==> src/rtl/add_share_arb.sv <==
// add_share_arb: round-robin scheduler sharing one pipelined adder between
// four requesters. Grants at most one requester per cycle, registers its
// operands onto the adder inputs and tracks the requester ID through a tag
// pipe so that each result comes back labelled with its owner.
// Optional build macro: ADD_SHARE_ARB_PRIO_EN (requester 0 gets strict
// priority, requesters 1..3 round-robin among themselves).
module add_share_arb #(
    parameter int LAT = 4,
    parameter int W   = 32
) (
    input  logic           clk,
    input  logic           rst,
    input  logic           en,
    input  logic [3:0]     req_valid,
    input  logic [4*W-1:0] req_a,
    input  logic [4*W-1:0] req_b,
    input  logic [3:0]     req_ci,
    output logic [3:0]     req_ready,
    output logic [W-1:0]   add_a,
    output logic [W-1:0]   add_b,
    output logic           add_ci,
    input  logic [W-1:0]   add_s,
    input  logic           add_co,
    output logic           rsp_valid,
    output logic [1:0]     rsp_id,
    output logic [W-1:0]   rsp_s,
    output logic           rsp_co,
    output logic           busy
);

    logic [W-1:0] op_a [4];
    logic [W-1:0] op_b [4];

    logic [1:0]   ptr_reg;
    logic [1:0]   ptr_next;
    logic         grant_any;
    logic [1:0]   win_id;
    logic [1:0]   cand;

    logic [W-1:0] add_a_reg;
    logic [W-1:0] add_b_reg;
    logic         add_ci_reg;

    // Tag pipe: stage 0 is loaded on the accept edge, stage LAT drives the
    // response, so a result appears in the cycle after edge accept+LAT.
    logic         tag_v_reg  [LAT+1];
    logic [1:0]   tag_id_reg [LAT+1];

    genvar gi;
    generate
        for (gi = 0; gi < 4; gi++) begin : g_unpack
            assign op_a[gi] = req_a[gi*W +: W];
            assign op_b[gi] = req_b[gi*W +: W];
        end
    endgenerate

`ifdef ADD_SHARE_ARB_PRIO_EN
    // Successor within the 1..3 ring used by the low-priority requesters.
    function automatic logic [1:0] next3(input logic [1:0] x);
        return (x == 2'd3) ? 2'd1 : x + 2'd1;
    endfunction
`endif

    // Winner search and pointer update; reset and en low suppress any grant.
    always_comb begin
        grant_any = 1'b0;
        win_id    = 2'd0;
        ptr_next  = ptr_reg;
        cand      = ptr_reg;
        if (en && !rst) begin
`ifdef ADD_SHARE_ARB_PRIO_EN
            if (req_valid[0]) begin
                grant_any = 1'b1;
                win_id    = 2'd0;
            end else begin
                // A pointer of 0 (reset value) starts the ring at 1.
                cand = (ptr_reg == 2'd0) ? 2'd1 : ptr_reg;
                for (int k = 0; k < 3; k++) begin
                    if (!grant_any && req_valid[cand]) begin
                        grant_any = 1'b1;
                        win_id    = cand;
                    end
                    cand = next3(cand);
                end
            end
            // Grants to requester 0 leave the low-priority ring untouched.
            if (grant_any && win_id != 2'd0)
                ptr_next = next3(win_id);
`else
            for (int k = 0; k < 4; k++) begin
                if (!grant_any && req_valid[cand]) begin
                    grant_any = 1'b1;
                    win_id    = cand;
                end
                cand = cand + 2'd1;
            end
            if (grant_any)
                ptr_next = win_id + 2'd1;
`endif
        end
    end

    assign req_ready = grant_any ? (4'b0001 << win_id) : 4'b0000;

    // Round-robin pointer register.
    always_ff @(posedge clk) begin
        if (rst)
            ptr_reg <= 2'd0;
        else
            ptr_reg <= ptr_next;
    end

    // Adder operand registers; they hold their value on idle cycles.
    always_ff @(posedge clk) begin
        if (rst) begin
            add_a_reg  <= '0;
            add_b_reg  <= '0;
            add_ci_reg <= 1'b0;
        end else if (grant_any) begin
            add_a_reg  <= op_a[win_id];
            add_b_reg  <= op_b[win_id];
            add_ci_reg <= req_ci[win_id];
        end
    end

    // Tag pipe shifts every edge; reset discards everything in flight.
    always_ff @(posedge clk) begin
        if (rst) begin
            for (int k = 0; k <= LAT; k++) begin
                tag_v_reg[k]  <= 1'b0;
                tag_id_reg[k] <= 2'd0;
            end
        end else begin
            tag_v_reg[0]  <= grant_any;
            tag_id_reg[0] <= win_id;
            for (int k = 1; k <= LAT; k++) begin
                tag_v_reg[k]  <= tag_v_reg[k-1];
                tag_id_reg[k] <= tag_id_reg[k-1];
            end
        end
    end

    // busy covers every stage, including the one just issued.
    always_comb begin
        busy = 1'b0;
        for (int k = 0; k <= LAT; k++)
            busy = busy | tag_v_reg[k];
    end

    assign add_a     = add_a_reg;
    assign add_b     = add_b_reg;
    assign add_ci    = add_ci_reg;
    assign rsp_valid = tag_v_reg[LAT];
    assign rsp_id    = tag_id_reg[LAT];
    assign rsp_s     = add_s;
    assign rsp_co    = add_co;

endmodule

==> config.mk <==
export PLATFORM = sky130hd
export DESIGN_NAME = add_share_arb
export DESIGN_NICKNAME = d
export VERILOG_FILES = /design/src/rtl/add_share_arb.sv
export SDC_FILE = /design/constraint.sdc
export NUM_CORES = 1
export LEC_CHECK = 0
export BUFFER_PORTS_ARGS = -buffer_cell sky130_fd_sc_hd__buf_4
export CAP_MARGIN = 20
export CORE_AREA = 2 2 158 160
export DETAILED_ROUTE_END_ITERATION = 6
export DIE_AREA = 0 0 160 162
export GPL_TIMING_DRIVEN = 0
export PLACE_DENSITY = 0.58
export SETUP_SLACK_MARGIN = 0.5
export SLEW_MARGIN = 20
export SYNTH_ARGS = -nofsm -noshare
export SYNTH_HDL_FRONTEND = slang
export SYNTH_SLANG_ARGS = --single-unit
==> constraint.sdc <==
create_clock -name clk -period 3 [get_ports clk]
set_clock_uncertainty 0.2 [all_clocks]
set_input_delay 0.3 -clock clk [delete_from_list [all_inputs] [get_ports clk]]
set_output_delay 0.3 -clock clk [all_outputs]
set_load 0.05 [all_outputs]
After elaboration in Yosys (flattened, before gate mapping)
Memories as Yosys holds them, arrays and structs flattened.
Index checks and enable logic that the tools add are counted.
{"block": "classes", "n_shift": 1, "add_sub_neg": 4, "n_lt_le_gt_ge": 6, "n_reduce_logical": 9, "bitwise": 15, "mux": 45}
{"op": "binary-select mux 32 bit (select 2 bit)", "count": 2}
{"op": "two-way mux 32 bit", "count": 4}
{"op": "two-way mux 1 bit", "count": 22}
{"op": "two-way mux 2 bit", "count": 11}
{"op": "less-than comparator 2 x 3 -> 1 bit (second input constant)", "count": 5}
{"op": "bitwise OR 1 bit", "count": 14}
{"op": "binary-select mux 1 bit (select 2 bit)", "count": 5}
{"op": "adder 2 x 1 -> 2 bit (second input constant)", "count": 4}
{"op": "logical AND 1 bit", "count": 4}
{"op": "zero test 1 bit", "count": 4}
{"op": "two-way mux 4 bit", "count": 1}
{"op": "<< shifter 1 x 2 -> 4 bit (first input constant)", "count": 1}
{"op": "greater-or-equal comparator 3 bit (second input constant)", "count": 1}
{"op": "NOT 2 -> 3 bit", "count": 1}
{"op": "AND reduction 2 bit", "count": 1}
{"block": "word_totals", "ramBits": 15, "ff_bits": 67, "in_bits": 300, "mem_count": 2, "wordCells": 86}
{"name": "tag_id_reg", "words": 5, "word_bits": 2, "read_ports": 5, "rd_clocked_by_memory_dff": 0, "wr": 5, "line_no": "47", "rtl": "logic [1:0] tag_id_reg [LAT+1];"}
{"name": "tag_v_reg", "words": 5, "word_bits": 1, "read_ports": 5, "rd_clocked_by_memory_dff": 0, "wr": 5, "line_no": "46", "rtl": "logic tag_v_reg [LAT+1];"}

Logic depth before layout (Yosys ltp)
Gate-level depths: netlist (run 1).
{"block": "logic_depth", "ltp_word": 21, "mapped_depth": 8, "depth_no_buf": 6}

Least setup slack after synthesis (run 1)
No wires, ideal clock.
{"block": "synth_timing", "kind": "register to output", "from": "register ptr_reg[0]", "to": "output port req_ready[0]", "arrival_ns": 2.298, "path_buffers": 2, "path_stages_with_launch": 7, "required_time_ns": 2.500, "path_slack_ns": 0.202, "path_cell_list": "dfxtp_1 > nor2b_1 > a311oi_2 > nor2_1 > buf_4 > buf_2 > nor3_1"}
{"block": "synth_via", "elab_chain_cells": 19}
{"item": "start: declaration", "line_no": "34", "rtl": "logic [1:0] ptr_reg;"}
{"item": "start signal: assignment", "line_no": "110", "rtl": "ptr_reg <= ptr_next;"}
{"item": "binary-select mux 1 bit (select 2 bit)", "line_no": "91", "rtl": "if (!grant_any && req_valid[cand]) begin"}
{"item": "two-way mux 1 bit (implied by the code)", "line_no": "91"}
{"item": "two-way mux 1 bit", "line_no": "91"}
{"item": "two-way mux 1 bit", "line_no": "70", "rtl": "if (en && !rst) begin"}
{"item": "zero test 1 bit", "line_no": "91"}
{"item": "logical AND 1 bit", "line_no": "91"}
{"item": "two-way mux 1 bit", "line_no": "91"}
{"item": "two-way mux 1 bit", "line_no": "70"}
{"item": "(+2 left out)"}
{"item": "two-way mux 1 bit", "line_no": "91"}
{"item": "two-way mux 1 bit", "line_no": "70"}
{"item": "zero test 1 bit", "line_no": "91"}
{"item": "logical AND 1 bit", "line_no": "91"}
{"item": "two-way mux 2 bit", "line_no": "91"}
{"item": "two-way mux 2 bit (2 in series)", "line_no": "70"}
{"item": "<< shifter 1 x 2 -> 4 bit", "line_no": "103", "rtl": "assign req_ready = grant_any ? (4'b0001 << win_id) : 4'b0000;"}
{"item": "two-way mux 4 bit (*)", "line_no": "103"}
{"item": "end: declaration", "line_no": "18", "rtl": "output logic [3:0] req_ready,"}
Mark *: on every way between the ends. The rest lies on a longest branch, timed or not. The select of a mux whose other input is x is not followed.

Worst setup path in the final report (run 1)
{"block": "layout_timing", "from": "register ptr_reg[0]", "to": "output port req_ready[3]"}
Same word-level chain as after synthesis.

==> summary.md, run 1 <==
| Metric | Value |
|---|---|
| Vias in the first global route | 5659 |
| Gate power share | 46.8% |
| Clock share of power | 24.2% |
| YS warnings | 0 |
| Setup tns final | 0 ns |
| Insertion delay to the later sink of the worst-skew pair | 0.35 ns |
| Vias/cell | around 4.6 |
| Int Pwr | 2790 uW |
| Fin util | between 30% and 40% |
| Number of inserted diodes | 0 |
| Mapped Nets | 702 |
| Data arrival, critical path | 1.94 ns |
| I/O Pins | roughly 400 |
| Sequential power share | 29.0% |
| # DRC | 0 |
| Clock sink count | a little over 80 |
| Crit path max fanout | 5 |
| Cts bufs inserted | 9 |
| Final ANT Viol Nets | 0 |
| Sw Share | between 30% and 40% |
| First-pass detailed-route iteration total | 4 |
| DPL Wire Length | 16600 um |
| Layout Cells excl Fill | between 1000 and 1500 |
| Critical path type | flip-flop to output port |
| RSZ-0062 raised after global routing | no |
| Placed cells | 1098 |
| Status | completed |
| Final net count | 1166 |
| Syn-to-layout area delta | 99.7% |
| Max_slew headroom | 58.8% |
| Most frequent cells in the layout | buf_4 (419), dfxtp_1 (80), dlygate4sd3_1 (66) |
| Hold/Removal Path Class | input port to flip-flop |
| Worst hold slack | 0.0777 ns |
| Die area | 25900 um^2 |
| Setup crit start kind | flip-flop |
| Clock buffer depth | 2 |
| Filler instances | 2431 |
| Vias post-DR | 5513 |
| Mapped Avg Cell Area | 11.1 um^2 |
| CP required | ~2.5 ns |
| Grt total ovfl | 0 |
| Die Wd | 160 um |
| Fmax | between 400 and 500 MHz |
| Static leakage power | 0.00410 uW |
| Cell Rows | 57 |
| # port buffers | between 300 and 400 |
| Clock period minus worst slack | 2.44 ns |
| Seq/Total Area, Yosys | 36.7% |
| Setup Viol. Count Final | 0 |
| Core Box Area | 24100 um^2 |
| Peak supply drop | 0.187 mV |
| Placed Area | around 7700 um^2 |
| Hold Vio Cnt, Final | 0 |
| Die Y | 162 um |
| Initial drt markers | 359 |
| Antenna violations before repair | 0 |
| Least-Margin Pin Slew | 0.618 ns |
| First-pass GRT wire length | 32700 um |
| Final GP Congestion | 0.804 |
| Max-Cap Viols | 0 |
| Clk root buf | clkbuf_16 |
| Psw | 1850 uW |
| Seq cells post-synth | between 80 and 90 |
| Slew Limit Fails | 0 |
| Cells after Synth | 402 |
| Final WL | 22600 um |
| Library cells used by synthesis | 28 |
| Initial Util | 18.6% |
| CTS H-Tree Depth | 3 |
| CTS tree | yes |
| Design area | 8940 um^2 |
| Commonest non-fill, non-tap cell in the layout | buf_4 |
| Overall Global Routing Usage | about 17% |
| Clock Pin Slew Worst Setup and Hold Paths | 0.08 ns |
| Power Density | 519 nW/um^2 |
| Ratio of cells with drive above 1 in the final layout | between 60% and 70% |
| Final worst-path cycle share | 81.3% |
| Crit end category | output port |
| Mapped Area | 4470 um^2 |
| WL/cell | 18.9 um |
| Largest net degree at the start of global routing | 17 |
==> power by group through the flow <==
stage | Clock, uW | Combinational (uW) | Sequential (uW)
floorplan | 0 | 709 | 1860
global placement | 0 | 1980 | 1360
detailed placement | 0 | 1990 | 1370
CTS | 1180 | 2170 | 1340
global route | 1220 | 2290 | 1360
finish | 1120 | 2170 | 1340
==> per-stage QoR <==
| step | worst slack, ns | power (uW) |
|---|---|---|
| after floorplan | 0.578 | 2570 |
| after global placement | -0.360 | 3350 |
| after detailed placement | -0.366 | 3350 |
| after CTS | 0.482 | 4690 |
| after global routing | 0.485 | 4860 |
| final | 0.561 | 4640 |
==> cells by family after synthesis <==
family	synth area share, %
flip-flops	36.7
AO/OA/AOI/OAI	31.3
multiplexers	16.4
AND/OR/NAND/NOR	4.59
buffers and inverters	11.0
==> timing repair <==
item	CTS	global route
resized for setup	49	11
endpoints found under the hold margin	67	0
pin swaps	4	4
setup endpoints to repair	70	49
hold buffers	66	0
buffers inserted	11	4
==> synthesized netlist by cell type <==
cell type	n	area [um^2]
a2111oi_4	1	27.5
a21oi_1	3	15.0
a221o_1	65	651
a311oi_2	1	15.0
a31o_2	1	8.76
a32o_1	65	651
and2_1	2	12.5
buf_1	3	11.3
buf_2	11	55.1
buf_4	36	270
buf_6	5	56.3
clkbuf_1	24	90.1
dfxtp_1	82	1640
inv_1	2	7.51
inv_2	1	3.75
mux2_1	9	101
mux2_2	56	631
nand2_1	4	15.0
nand2b_1	3	18.8
nand3_4	1	17.5
nor2_1	3	11.3
nor2b_1	14	87.6
nor3_1	5	25.0
o21a_1	1	7.51
o2bb2ai_1	1	8.76
o31a_4	1	17.5
or2_1	1	6.26
or4_4	1	11.3
==> area by class of cell <==
type                    count  area (um^2)  share of cell area, %
plain buffers              79          586                   6.55
clock buffers               9          225                   2.52
clock inverters             7         58.8                  0.658
inverters                   3         11.3                  0.126
multi-input cells         238         2420                   27.1
flip-flops and latches     82         1650                   18.5
well taps                 324          405                   4.54
repair buffers            453         3580                   40.1
==> path summary, 6_finish.rpt <==
| path | startpoint | cells past startpoint | slack (ns) | endpoint |
|---|---|---|---|---|
| max | ptr_reg[0] | 6 | 0.56 | req_ready[3] |
| min | req_b[47] | 3 | 0.08 | add_b[15] |
| max reg2reg | ptr_reg[0] | 7 | 0.59 | add_b[13] |
| min reg2reg | tag_id_reg[0][3] | 1 | 0.24 | tag_id_reg[0][5] |
==> metal layers <==
metal  vias to the layer above  share of wire (%)  track usage [%]
li1                       2555                  -                -
met1                      2635                 41             20.0
met2                       293                 50             28.7
met3                        30                6.7             3.80
met4                         0                2.6             6.31
met5                         -                  0                0
==> critical path: stages, from the launching register on <==
cell and delay [ns]:
dfxtp_4 0.38, nand2b_4 0.15, a21oi_4 0.08, a2111oi_4 0.44, clkbuf_8 0.24, and2_1 0.14, buf_6 0.16
Power figures use the tool's default switching activity.
==> run 2: changes to the inputs <==
ABC_AREA = 1   (was unset)
CORE_AREA = 2 2 157 159   (was 2 2 158 160)
DIE_AREA = 0 0 159 161   (was 0 0 160 162)
PLACE_DENSITY = 0.67   (was 0.58)
clock period = 2.1 ns   (was 3 ns; I/O delays follow)
==> run 2 against run 1 <==
Effect of this change:
- the run now ends with setup timing left
- die area shrank 1.2%
- first-iteration DRC count increased by 17%
- critical path depth grew 9
- core utilization up 7.8 points
- final cell count grew 54%
- synthesized cell count rose to 2.7 times the previous value
- count of clock-buffer cells in the layout is the same
- via count increased by 47%
- combinational power grew to 3.0 times the previous value
- global-route usage increased by 3.7 points
- worst hold slack lost 0.048 ns
- largest power group unchanged
==> summary.md, run 2 <==
| Metric | Value |
|---|---|
| Status | finished, violations left |
| Failing checks | setup timing |
| Max incr delay on CP | 0.34 ns |
| Cts bufs inserted | 9 |
| Final WL | 28400 um |
| Setup crit start kind | flip-flop |
| Static leakage power | 0.00598 uW |
| I/O Pins | ~400 |
| Data arrival, critical path | 2.20 ns |
| Seq cells post-synth | 82 |
| Psw | 4940 uW |
| WL/cell | ~15 um |
| Die Y | roughly 160 um |
| Clock period minus worst slack | 2.61 ns |
| # DRC | 0 |
| Int Pwr | roughly 5500 uW |
| Cell Rows | 57 |
| Gate power share | 62.8% |
| Placed Area | 9290 um^2 |
| Vias post-DR | 8126 |
| Register-to-register setup slack | -0.41 ns |
| Critical path depth | 15 |
| Clk root buf | clkbuf_16 |
| Cells after Synth | 1076 |
| Placed cells | 1772 |
| Post-synth EDFFs | 0 |
| Number of inserted diodes | 0 |
| Setup Viol. Count Final | 72 |
| Mapped Nets | 1376 |
| CTS H-Tree Depth | 3 |
| Vias/cell | 4.43 |
| CP required | 1.69 ns |
| Die Wd | 159 um |
| Insertion delay to the later sink of the worst-skew pair | 0.34 ns |
| Most frequent cell after synthesis | nand2_1 |
| YS warnings | 0 |
| Async SR Flop Fraction | 0% |
| Fin util | between 40% and 50% |
| Peak supply drop | 0.483 mV |
| Library cells used by synthesis | 28 |
| Antenna violations before repair | 0 |
| Worst hold stages | 7 |
| DPL Wire Length | 21000 um |
| CTS tree | yes |
| Clock Pin Slew Worst Setup and Hold Paths | 0.08 ns |
| Hold/Removal Path Class | input port to flip-flop |
| Hold Vio Cnt, Final | 0 |
| Vias in the first global route | 7608 |
| Synth area leaders | nand2_1 (43%), dfxtp_1 (28%), buf_4 (6.4%), nand3_1 (6.2%), o21ai_0 (2.9%) |
| Synth Flop Type | dfxtp_1 |
| RSZ-0062 raised after global routing | yes |
| Final ANT Viol Nets | 0 |
| Synth cell count leaders | nand2_1 (688), dfxtp_1 (82), nand3_1 (74), buf_4 (51), o21ai_0 (35) |
| Syn-to-layout area delta | 80.7% |
| Hold Path Sink | add_b[27] |
| Max_slew headroom | 51.0% |
| Grt total ovfl | 0 |
| Largest net degree at the start of global routing | 17 |
| Sequential power share | 19.7% |
| Worst r2r src | ptr_reg[0] |
| Seq/Total Area, Yosys | 27.6% |
| Slew Limit Fails | 0 |
| Commonest non-fill, non-tap cell in the layout | nand2_1 |
| Post-synth top area share | a little over two fifths |
| Post-route setup slack | -0.509 ns |
| Mapped Avg Cell Area | 5.53 um^2 |
| Max-Cap Viols | 0 |
| Initial Util | 24.8% |
| Least-Margin Pin Slew | 0.735 ns |
| Final net count | roughly 1800 |
| Ratio of cells with drive above 1 in the final layout | 40.9% |
| Mapped Area | 5950 um^2 |
| Die area | about 26000 um^2 |
| Hold path start | req_b[91] |
| Crit path buffers/inverters | 6 |
| Critical path type | flip-flop to output port |
| Sw Share | 47.1% |
| Final GP Congestion | 0.899 |
| Worst r2r path cells | 21 |
| Initial drt markers | 420 |
| Clock share of power | between 10% and 20% |
| Clock buffer depth | 2 |
| Design area | 10700 um^2 |
| Crit-path most repeated cell | nand2_2 |
| Clock sink count | 82 |
| RR Endpoint | add_a[10] |
| Critical Path, Cell by Cell | buf_6 > buf_6 > nand2_4 > nand2_2 > nand2_2 > nand2_2 > nor2_4 > nand3_4 > nand2_8 > nor2_8 > buf_12 > buf_12 > nand2_4 > clkinvlp_4 > buf_8 |
| Yosys top cell by area | nand2_1 |
| Final worst-path cycle share | 124% |
| Crit-path slowest cell | dfxtp_2 |
| Power Density | around 980 nW/um^2 |
| Crit path max fanout | 7 |
| Delay-heaviest family, CP | simple AND/OR/NAND/NOR gates |
| First-pass detailed-route iteration total | 5 |
| Core Box Area | between 20000 and 25000 um^2 |
| Most frequent cells in the layout | nand2_1 (634), buf_4 (439), dfxtp_1 (80) |
| Layout Cells excl Fill | about 1800 |
| Crit end category | output port |
| First-pass GRT wire length | 40800 um |
| Fmax | 383 MHz |
| # port buffers | 372 |
| Overall Global Routing Usage | a little over 20% |
[run 2: cell count changes after synthesis, sizes merged, moves of 37 or more]
cell and change:
a221o -65, a32o -65, buf +37, mux2 -65, nand2 +692, nand3 +75
o21ai +66
[run 2: stage by stage]
stage | setup slack, ns | power, uW | setup TNS [ns] | hold WS (ns)
after floorplan | -0.0138 | 5750 | -0.0385 | 0.0812
after global placement | -0.456 | 7530 | -22.81 | 0.191
after detailed placement | -0.481 | 7560 | -24.44 | 0.194
after CTS | -0.500 | 9830 | -22.80 | 0.00787
after global routing | -0.596 | 11200 | -34.08 | 0.0528
final | -0.509 | 10500 | -25.38 | 0.0297
[run 2: worst max-delay path by stage]
stage / startpoint / end
6_report: ptr_reg[0] / req_ready[1]
5_1_grt: ptr_reg[0] / req_ready[1]
4_1_cts: ptr_reg[0] / req_ready[1]
3_5_place_dp: ptr_reg[0] / add_a[10]
3_3_place_gp: ptr_reg[0] / add_a[23]
2_1_floorplan: ptr_reg[0] / req_ready[0]
[run 2: area by class of cell]
cell class	instances	area, um^2
inverters	27	123
well taps	324	405
fillers	2565	13200
clock buffers	9	225
clock inverters	7	109
multi-input cells	860	3760
repair buffers	420	3440
flip-flops and latches	82	1640
plain buffers	107	1050
[run 2: power groups by stage]
stage | clock [uW] | combinational, uW | sequential [uW]
detailed placement | 0 | 5460 | 2100
CTS | 1890 | 5870 | 2070
floorplan | 0 | 2710 | 3040
global placement | 0 | 5450 | 2080
global route | 1960 | 7090 | 2100
finish | 1830 | 6590 | 2070
[run 2: repair_timing]
item	in CTS	in global routing
setup buffers	26	10
pin swaps	14	26
endpoints found under the setup margin	74	75
hold buffers	1	0
hold endpoints to repair	3	0
cloned	0	11
gates resized for setup	62	113
[run 2: worst reg2reg max path, stage by stage (launching register included)]
cell and delay, ns:
dfxtp_2 0.37, buf_6 0.14, buf_6 0.12, nand2_4 0.04, nand2_2 0.06, nand2_2 0.06, buf_4 0.13, buf_4 0.12
nand2_1 0.05, nand2_1 0.07, nand3_2 0.07, nand2_2 0.06, inv_2 0.07, nand2_4 0.05, buf_4 0.14, buf_6 0.13
buf_12 0.16, buf_12 0.16, nand2_2 0.05, nand2_1 0.05, nand2_1 0.06, nand2_1 0.06
[run 2: cell families after synthesis]
logic type	count (synthesis)	synth area share (%)
compound gates	68	5.83
buf+inv	134	13.5
flops	82	27.6
simple gates	792	53.0
[run 2: per-layer routing]
metal / wire (um) / up-vias / track usage (%)
met5: 0 / - / 0
met4: 592 / 0 / 6.49
met3: 1600 / 38 / 4.08
met2: 14000 / 292 / 35.0
met1: 12300 / 3663 / 25.5
li1: - / 4133 / -
==> run 3: changes to the inputs <==
clock period = 2.3 ns   (was 2.1 ns; I/O delays follow)
==> run 3 against run 2 <==
Effect of this change:
- the flow still finishes with violations (setup timing)
- die area unchanged
- wire length down 4.0%
- global-route usage up 0.48 points
- critical path type unchanged
==> summary.md, run 3 (synthesis results as in run 2) <==
| Metric | Value |
|---|---|
| First-pass detailed-route iteration total | 5 |
| Post-route setup slack | -0.279 ns |
| Hold Vio Cnt, Final | 0 |
| CP required | around 1.9 ns |
| Grt total ovfl | 0 |
| Initial drt markers | between 300 and 400 |
| Overall Global Routing Usage | 20.8% |
| Final net count | 1784 |
| Crit path buffers/inverters | 5 |
| Data arrival, critical path | 2.15 ns |
| Largest net degree at the start of global routing | 18 |
| CTS H-Tree Depth | 3 |
| Vias/cell | 4.40 |
| Clk root buf | clkbuf_16 |
| DPL Wire Length | 21000 um |
| Peak supply drop | ~0.33 mV |
| Worst hold slack | around 0.05 ns |
| I/O Pins | 406 |
| Slew Limit Fails | 0 |
| Number of inserted diodes | 0 |
| Final worst-path cycle share | 112% |
| Most frequent cells in the layout | nand2_1 (670), buf_4 (436), dfxtp_1 (80) |
| Fin util | 41.9% |
| Final GP Congestion | 0.901 |
| Critical path type | flip-flop to output port |
| Design Power | between 8000 and 9000 uW |
| Die area | 25600 um^2 |
| Hold/Removal Path Class | input port to flip-flop |
| Failing checks | setup timing |
| Final WL | roughly 27000 um |
| Antenna violations before repair | 0 |
| # port buffers | 372 |
| Crit-path most repeated cell | nand2_2 |
| Setup tns final | -6.85 ns |
| Clock Pin Slew Worst Setup and Hold Paths | 0.08 ns |
| Power Density | between 800 and 900 nW/um^2 |
| Ratio of cells with drive above 1 in the final layout | 37.4% |
| Setup Viol. Count Final | 65 |
| Least-Margin Pin Slew | 0.692 ns |
| Syn-to-layout area delta | 68.9% |
| Max-Cap Viols | 0 |
| Clock period minus worst slack | 2.58 ns |
| Initial Util | between 20% and 30% |
| Vias post-DR | 7982 |
| Placed Area | 9280 um^2 |
| Die Wd | 159 um |
| Crit-path slowest cell | dfxtp_4 |
| WL/cell | ~15 um |
| Static leakage power | 0.00569 uW |
| Insertion delay to the later sink of the worst-skew pair | 0.34 ns |
| Final ANT Viol Nets | 0 |
| Clock buffer depth | 2 |
| Cell Rows | 57 |
| Vias in the first global route | 7761 |
| Delay-heaviest family, CP | simple AND/OR/NAND/NOR gates |
| Setup crit start kind | flip-flop |
| Fmax | 388 MHz |
| Commonest non-fill, non-tap cell in the layout | nand2_1 |
| Crit end category | output port |
| Clock sink count | 82 |
| RSZ-0062 raised after global routing | yes |
| Design area | roughly 10000 um^2 |
| CTS tree | yes |
| Core Box Area | 24000 um^2 |
| Status | finished, violations left |
| # DRC | 0 |
| Cts bufs inserted | 9 |
| Critical Path, Cell by Cell | buf_6 > nand2_2 > nand2_2 > nand2_2 > nand2_2 > nor2_4 > nand3_4 > nand2_8 > nor2_8 > buf_12 > buf_12 > nand2_4 > clkinvlp_4 > buf_8 |
| Max incr delay on CP | 0.37 ns |
| Crit path max fanout | 5 |
| Die Y | 161 um |
| Max_slew headroom | 53.9% |
| First-pass GRT wire length | 42100 um |
==> run 3: changes by cell type in the layout (fill, tap and decap cells not counted), moves of 3 or more <==
cell       before  now
buf_8          18    8
o21ai_0        32   35
buf_12         13    8
buf_4         439  436
nand2_2        50   17
buf_2           3   13
clkbuf_4        5    2
nand2_1       634  670
clkbuf_16      21   10
nand2_4        10    7
==> run 3: worst register-to-register path, cell delays in order, from the launching register on <==
cell	delay, ns
dfxtp_4	0.37
buf_6	0.14
nand2_2	0.06
nand2_2	0.07
nand2_2	0.08
nand2_2	0.07
nor2_4	0.16
nand3_1	0.12
nand3_2	0.09
nand2_2	0.07
buf_4	0.17
nor2_2	0.17
buf_6	0.19
buf_4	0.19
nand2_1	0.06
nand2_1	0.09
nand2_1	0.06
nand2_1	0.05
==> run 3: metal layers <==
layer  track usage (%)  vias up  part of all wire [%]
met1              25.0     3574                    42
met4              5.87        0                   2.0
met5                 0        -                     0
met3              4.44       42                   5.6
met2              37.4      276                    50
li1                  -     4090                     -
==> run 3: worst paths after layout <==
kind                    start  cells after the start  slack [ns]               end
max                ptr_reg[0]                     14       -0.28      req_ready[1]
min                 req_b[74]                      7        0.05         add_b[10]
max reg2reg        ptr_reg[0]                     17       -0.16          add_a[6]
min reg2reg  tag_id_reg[0][2]                      2        0.20  tag_id_reg[0][4]
==> run 3: cell type report <==
class / count / area [um^2]
flip-flops and latches: 82 / 1650
multi-input cells: 860 / 3630
well taps: 324 / 405
clock inverters: 7 / 68.8
fillers: 2652 / 13900
clock buffers: 9 / 225
inverters: 27 / 118
plain buffers: 107 / 917
repair buffers: 397 / 3030
==> run 3: what timing repair did <==
action,in CTS,in global routing
endpoints found under the setup margin,74,74
hold endpoints to repair,3,0
resized for setup,56,25
hold buffers,1,0
pin swaps,15,8
buffers inserted,20,3
cloned,1,0
==> run 3: where the power goes <==
group / internal (uW) / switching (uW)
Combinational: 1970 / 3480
Clock: 769 / 722
Sequential: 1720 / 171
Total: 4460 / 4370
==> run 3: per-stage QoR <==
stage	setup WS (ns)	cells
after floorplan	0.166	1076
after global placement	-0.292	1772
after detailed placement	-0.322	1772
after CTS	-0.256	1810
after global routing	-0.368	1813
final	-0.279	1813
